## src/rtl/vend_pkg.sv

```systemverilog
// Shared types and helpers for the vending dispense controller.
// Build option: VEND_ROUND_ROBIN_EN selects round-robin arbitration.
package vend_pkg;

    typedef enum logic [1:0] {
        IDLE     = 2'd0,
        DISPENSE = 2'd1,
        GAP      = 2'd2
    } state_t;

    localparam int CREDIT_W = 8;
    localparam logic [CREDIT_W-1:0] CREDIT_MAX = 8'd255;

    // Credit add that clamps at CREDIT_MAX instead of wrapping.
    function automatic logic [CREDIT_W-1:0] sat_add(
        input logic [CREDIT_W-1:0] a,
        input logic [CREDIT_W-1:0] b
    );
        logic [CREDIT_W:0] sum;
        sum = {1'b0, a} + {1'b0, b};
        return sum[CREDIT_W] ? CREDIT_MAX : sum[CREDIT_W-1:0];
    endfunction

endpackage

```

## src/rtl/vend_rr_arbiter.sv

```systemverilog
// Combinational arbiter picking one pending slot per vend.
// VEND_ROUND_ROBIN_EN: round-robin after last_grant, else lowest index.
module vend_rr_arbiter
    import vend_pkg::*;
#(
    parameter int NUM_SLOTS = 6
) (
    input  logic [NUM_SLOTS-1:0] pending,
`ifdef VEND_ROUND_ROBIN_EN
    input  logic [2:0]           last_grant,
`endif
    output logic [NUM_SLOTS-1:0] grant,
    output logic [2:0]           idx,
    output logic                 found
);

`ifdef VEND_ROUND_ROBIN_EN
    int cand;

    // Scan from the slot after the previous winner, wrapping to 0.
    always_comb begin
        grant = '0;
        idx   = '0;
        found = 1'b0;
        cand  = 0;
        for (int k = 1; k <= NUM_SLOTS; k++) begin
            cand = (int'(last_grant) + k) % NUM_SLOTS;
            if (!found && pending[cand]) begin
                found       = 1'b1;
                idx         = 3'(cand);
                grant[cand] = 1'b1;
            end
        end
    end
`else
    // Lowest pending index always wins.
    always_comb begin
        grant = '0;
        idx   = '0;
        found = 1'b0;
        for (int i = 0; i < NUM_SLOTS; i++) begin
            if (!found && pending[i]) begin
                found    = 1'b1;
                idx      = 3'(i);
                grant[i] = 1'b1;
            end
        end
    end
`endif

endmodule

```

## src/rtl/vend_sequencer.sv

```systemverilog
// Dispense controller: credit, press latching, arbitration, pulse/gap.
// Build option: VEND_ROUND_ROBIN_EN enables round-robin slot arbitration.
module vend_sequencer
    import vend_pkg::*;
#(
    parameter int             NUM_SLOTS       = 6,
    parameter logic [7:0]     PRICE           = 8'd50,
    parameter int             DISPENSE_CYCLES = 125000000,
    parameter int             GAP_CYCLES      = 25000000
) (
    input  logic                 clk,
    input  logic                 reset,
    input  logic [NUM_SLOTS-1:0] Selection,
    input  logic                 coin_valid,
    input  logic [7:0]           coin_value,
    output logic [NUM_SLOTS-1:0] Despensing,
    output logic [2:0]           grant_idx,
    output logic                 busy,
    output logic                 done,
    output logic [7:0]           credit
);

    localparam int MAX_CYCLES =
        (DISPENSE_CYCLES > GAP_CYCLES) ? DISPENSE_CYCLES : GAP_CYCLES;
    localparam int CNT_W = $clog2(MAX_CYCLES + 1);
    localparam logic [CNT_W-1:0] DISP_LOAD = CNT_W'(DISPENSE_CYCLES - 1);
    localparam logic [CNT_W-1:0] GAP_LOAD  = CNT_W'(GAP_CYCLES - 1);
    localparam logic [CNT_W-1:0] CNT_ONE   = CNT_W'(1);

    state_t               state;
    logic [CNT_W-1:0]     count;
    logic [NUM_SLOTS-1:0] sel_q;
    logic [NUM_SLOTS-1:0] pending;
    logic [NUM_SLOTS-1:0] rise;
    logic [NUM_SLOTS-1:0] win_grant;
    logic [2:0]           win_idx;
    logic                 win_found;
    logic [7:0]           credit_in;
    logic                 vend;
`ifdef VEND_ROUND_ROBIN_EN
    logic [2:0]           last_grant;
`endif

    assign rise      = Selection & ~sel_q;
    assign credit_in = sat_add(credit, coin_valid ? coin_value : 8'd0);
    assign vend      = (state == IDLE) && win_found && (credit >= PRICE);

    vend_rr_arbiter #(
        .NUM_SLOTS (NUM_SLOTS)
    ) u_arb (
        .pending    (pending),
`ifdef VEND_ROUND_ROBIN_EN
        .last_grant (last_grant),
`endif
        .grant      (win_grant),
        .idx        (win_idx),
        .found      (win_found)
    );

    // Press latching, credit and the IDLE/DISPENSE/GAP sequencer.
    always_ff @(posedge clk) begin
        if (reset) begin
            state      <= IDLE;
            count      <= '0;
            sel_q      <= Selection;
            pending    <= '0;
            credit     <= '0;
            Despensing <= '0;
            grant_idx  <= '0;
            busy       <= 1'b0;
            done       <= 1'b0;
`ifdef VEND_ROUND_ROBIN_EN
            last_grant <= 3'(NUM_SLOTS - 1);
`endif
        end else begin
            sel_q   <= Selection;
            done    <= 1'b0;
            credit  <= credit_in;
            pending <= pending | rise;
            unique case (state)
                IDLE: begin
                    if (vend) begin
                        // A fresh press on the winner re-queues it.
                        pending    <= (pending & ~win_grant) | rise;
                        credit     <= credit_in - PRICE;
                        grant_idx  <= win_idx;
                        Despensing <= win_grant;
                        busy       <= 1'b1;
                        count      <= DISP_LOAD;
                        state      <= DISPENSE;
`ifdef VEND_ROUND_ROBIN_EN
                        last_grant <= win_idx;
`endif
                    end
                end
                DISPENSE: begin
                    if (count == '0) begin
                        Despensing <= '0;
                        done       <= 1'b1;
                        count      <= GAP_LOAD;
                        state      <= GAP;
                    end else begin
                        count <= count - CNT_ONE;
                    end
                end
                GAP: begin
                    if (count == '0) begin
                        busy  <= 1'b0;
                        state <= IDLE;
                    end else begin
                        count <= count - CNT_ONE;
                    end
                end
                default: state <= IDLE;
            endcase
        end
    end

endmodule

```

## config.mk

```make
export PLATFORM = sky130hd
export DESIGN_NAME = vend_sequencer
export DESIGN_NICKNAME = d
export VERILOG_FILES = /design/src/rtl/vend_pkg.sv /design/src/rtl/vend_rr_arbiter.sv /design/src/rtl/vend_sequencer.sv
export SDC_FILE = /design/constraint.sdc
export NUM_CORES = 1
export LEC_CHECK = 0
export BUFFER_PORTS_ARGS = -buffer_cell sky130_fd_sc_hd__clkbuf_2
export CAP_MARGIN = 15
export CORE_MARGIN = 2
export CORE_UTILIZATION = 55
export CTS_CLUSTER_DIAMETER = 100
export DETAILED_ROUTE_END_ITERATION = 10
export PLACE_DENSITY_LB_ADDON = 0.15
export SETUP_SLACK_MARGIN = 0.15
export SLEW_MARGIN = 25
export SYNTH_ARGS = -nofsm -noshare
export SYNTH_HDL_FRONTEND = slang
export SYNTH_SLANG_ARGS = --single-unit
```

## constraint.sdc

```tcl
create_clock -name clk -period 3.8 [get_ports clk]
set_clock_uncertainty 0.15 [all_clocks]
set_input_delay 0.19 -clock clk [delete_from_list [all_inputs] [get_ports clk]]
set_output_delay 0.19 -clock clk [all_outputs]
set_load 0.03 [all_outputs]
```

==> summary.txt <==
status - complete, no violations
Ports - 36
# clock sinks - 60
DRT iter0 DRCs - 331
proportion of synthesized area in mux cells - 1.17%
ys async rst share - 0%
Worst EP required - 3.88 ns
hold_sp - reset
largest family of logic cells by synthesized area - simple AND/OR/NAND/NOR gates
Num CTS Buffers - 9
Routed WL - 8990 µm
Area Growth Syn to Fin - 14.2%
htree depth - 3
VDD IR max - 0.611 mV
fillers - 554
CP cell instances - or4_4, or3_1, or4_1, nand2_1, buf_4, nor2_1, o221a_2
crit end category - flop
post-synthesis sequential area ratio - 34.0%
final setup TNS - 0 ns
wire length per cell - 15.8 µm
critical path class - reg -> reg
initial antenna violation count - 0
RSZ-0062 raised after global routing - no
Hold Crit Endpoint - count[4]
Highest Clock Rate - 315 MHz
R2R depth - 7
synth unique cells - 63
Final Cell Area - 0.00404 mm²
worst skew pair latency - 0.34 ns
slowest stage cell, crit path - or4_1
Max-Cap Viols - 0
post-DP HPWL - 6260 µm
total number of yosys warnings - 0
root buffer cell - clkbuf_8
post-synthesis compound-gate area fraction - 25.2%
area occupied by registers - 0.00120 mm²
share of cells above drive strength 1 - 15.3%
row count - 29
Antenna Nets Post-Route - 0
mapped cell area - 0.00354 mm²
Post-Synth Adder-Cell Area - 5.87%
flops & latches, synth - 60
final hold viol count - 0
GPL Wtd Cong - 0.943
ANT cells - 0
Pleak - 1.60 nW
critical path launch point type - flop
Power Density - 868 mW/mm²
crit path DAT - 3.26 ns
Top FF cell, synth - dfxtp_1
r2r setup slk - 0.62 ns
Post-CTS Resized - 0
Worst-path clk slew - 0.07 ns
Hold Path Class - in -> reg
Max clock buf depth - 2
worst-margin pin slew - 0.862 ns
Hold Path Depth - 4
DRC viols - 0
gr usage total - 25.8%
Post-Synthesis Cells - 453
routed vias - 3527
Die X-Extent - 84.2 µm
Post-DP Area - 0.00376 mm²
Multi-input gate area - 0.00218 mm²
Mapped Nets - 486
Finish-stage setup viols - 0
Vias/cell - 6.21
CTS tree - yes
first-pass GRT wire length - 15200 µm
IO Port Bufs - 35
mean post-synth cell area - 7.81 µm²
Nets - 520
Slew Limit Fails - 0
vias in the first global route - 3300
simple-gate area share of the yosys netlist - 27.4%
GR Overflow Total - 0
slew margin rel. - 42.3%
number of synthesized flops with an enable pin - 0
Tcrit/Tclk final - 83.6%
initial core utilization - 56.3%
pin count of the biggest net entering global routing - 43
Critical Path Max Stage Delay - 0.68 ns
DRT Pass-1 Iters - 4
crit-path max FO - 14
Die ar. - 0.00709 mm²
RR Startpoint - count[12]
xor/xnor share of the synthesized area - 1.98%
minimum clock period - 3.18 ns
Die Ht - 84.2 µm
area of the core - 0.00628 mm²
Worst R2R End - count[13]
-- worst max-delay path, delay by kind of cell (launching register included) --
| family | cells | cell delay, ns |
|---|---|---|
| DFF | 1 | 0.35 |
| AOI/OAI and AO/OA | 1 | 0.24 |
| buffers and inverters | 1 | 0.26 |
| and+or+nand+nor | 5 | 2.07 |
-- Yosys cell counts, drive strengths merged, types with 4 or more instances --
master / instances / share of area [%]
ha: 15 / 5.3
nor2: 53 / 5.6
nand3: 15 / 2.1
nand2: 26 / 2.8
nand2b: 8 / 1.4
o31ai: 4 / 0.85
o22ai: 7 / 1.2
a211oi: 8 / 1.7
a21oi: 41 / 5.8
or4: 10 / 2.2
o211ai: 5 / 1.1
o21ai: 37 / 5.3
or3: 12 / 2.1
nor4: 10 / 1.8
xor2: 5 / 1.2
a31oi: 7 / 1.2
inv: 9 / 0.96
clkbuf: 17 / 1.8
and2: 13 / 2.4
a21o: 4 / 0.85
buf: 10 / 1.6
dfxtp: 60 / 34
or2: 4 / 0.71
nor3: 20 / 2.8
-- final cells by class --
class	instances	area share [%]
flip-flops and latches	60	29.8
inverters	10	0.930
clock inverters	6	2.23
clock buffers	9	3.07
well taps	77	2.39
multi-input cells	356	54.1
repair buffers	50	7.50
-- registers in the layout, indices dropped and copies added, names as in the netlist --
register and cells:
grant_idx 3, pending 6, done 1, sel_q 6
state 2, credit 8, count 27, busy 1
Despensing 6
-- worst max-delay path by stage --
stage                           from   endpoint  depth (start not counted)
after floorplan            credit[0]  credit[7]                         12
after global placement    coin_valid  credit[7]                         13
after detailed placement  coin_valid  credit[7]                         13
after CTS                  count[12]  count[13]                          7
after global routing       credit[0]  credit[7]                         11
final                      count[12]  count[13]                          7
-- power breakdown --
group	internal (mW)	switching (mW)	leakage [nW]	total, mW
clock network	0.366	0.263	0.105	0.629
logic	0.675	1.24	1.00	1.92
registers	0.799	0.160	0.495	0.959
total	1.84	1.66	1.60	3.51
-- what timing repair did --
action	in CTS	in global routing
endpoints found under the hold margin	11	0
buffers inserted	0	0
hold buffers	6	0
-- through the flow --
step                      utilization [%]  cells  setup slack, ns  total power, mW  hold WS, ns
after CTS                            64.3    568            0.654             3.47        0.140
final                                64.3    568            0.624             3.51        0.144
after floorplan                         -    453            0.667             2.39       0.0677
after global routing                 64.3    568            0.436             3.76        0.172
after global placement               59.9    547            0.635             2.79        0.154
after detailed placement             59.9    547            0.556             2.83        0.160
-- layout by cell type (no fill, tap or decap), drive strengths merged, types with 3 or more instances in the layout --
cell         synthesis  layout
mux2i                3       3
buf                 10       9
a31o                 3       3
clkinv               1       4
nor4                10      10
a211oi               8       8
ha                  15      15
a21oi               41      41
xnor2                3       3
nor2                53      53
o21a                 3       3
o211ai               5       5
nor3                20      20
nand3               15      15
or2                  4       4
o2bb2ai              3       3
o22ai                7       7
clkbuf              17      44
or4                 10      10
nor3b                3       3
o21ai               37      37
nand2               26      26
a21o                 4       4
or3                 12      12
and3                 3       3
xor2                 5       5
and2                13      13
dfxtp               60      60
dlygate4sd3          0       6
o31ai                4       4
nand2b               8       8
a31oi                7       7
inv                  9       9
-- cells by family (layout without fill, tap and decap cells) --
kind of cell | count (synthesis) | count (layout)
AND/OR/NAND/NOR | 187 | 187
multiplexers | 4 | 4
flip-flops | 60 | 60
AO/OA/AOI/OAI | 141 | 141
XOR/XNOR | 8 | 8
adder cells (fa/ha/maj) | 16 | 16
buffers and inverters | 37 | 75
-- routing by layer --
layer / wire length, µm / global-route usage (%)
met5: 0 / 0
met4: 144 / 9.68
met3: 686 / 5.41
met2: 4010 / 39.5
met1: 4150 / 35.9
No activity file was read; power rests on OpenSTA's default activity.
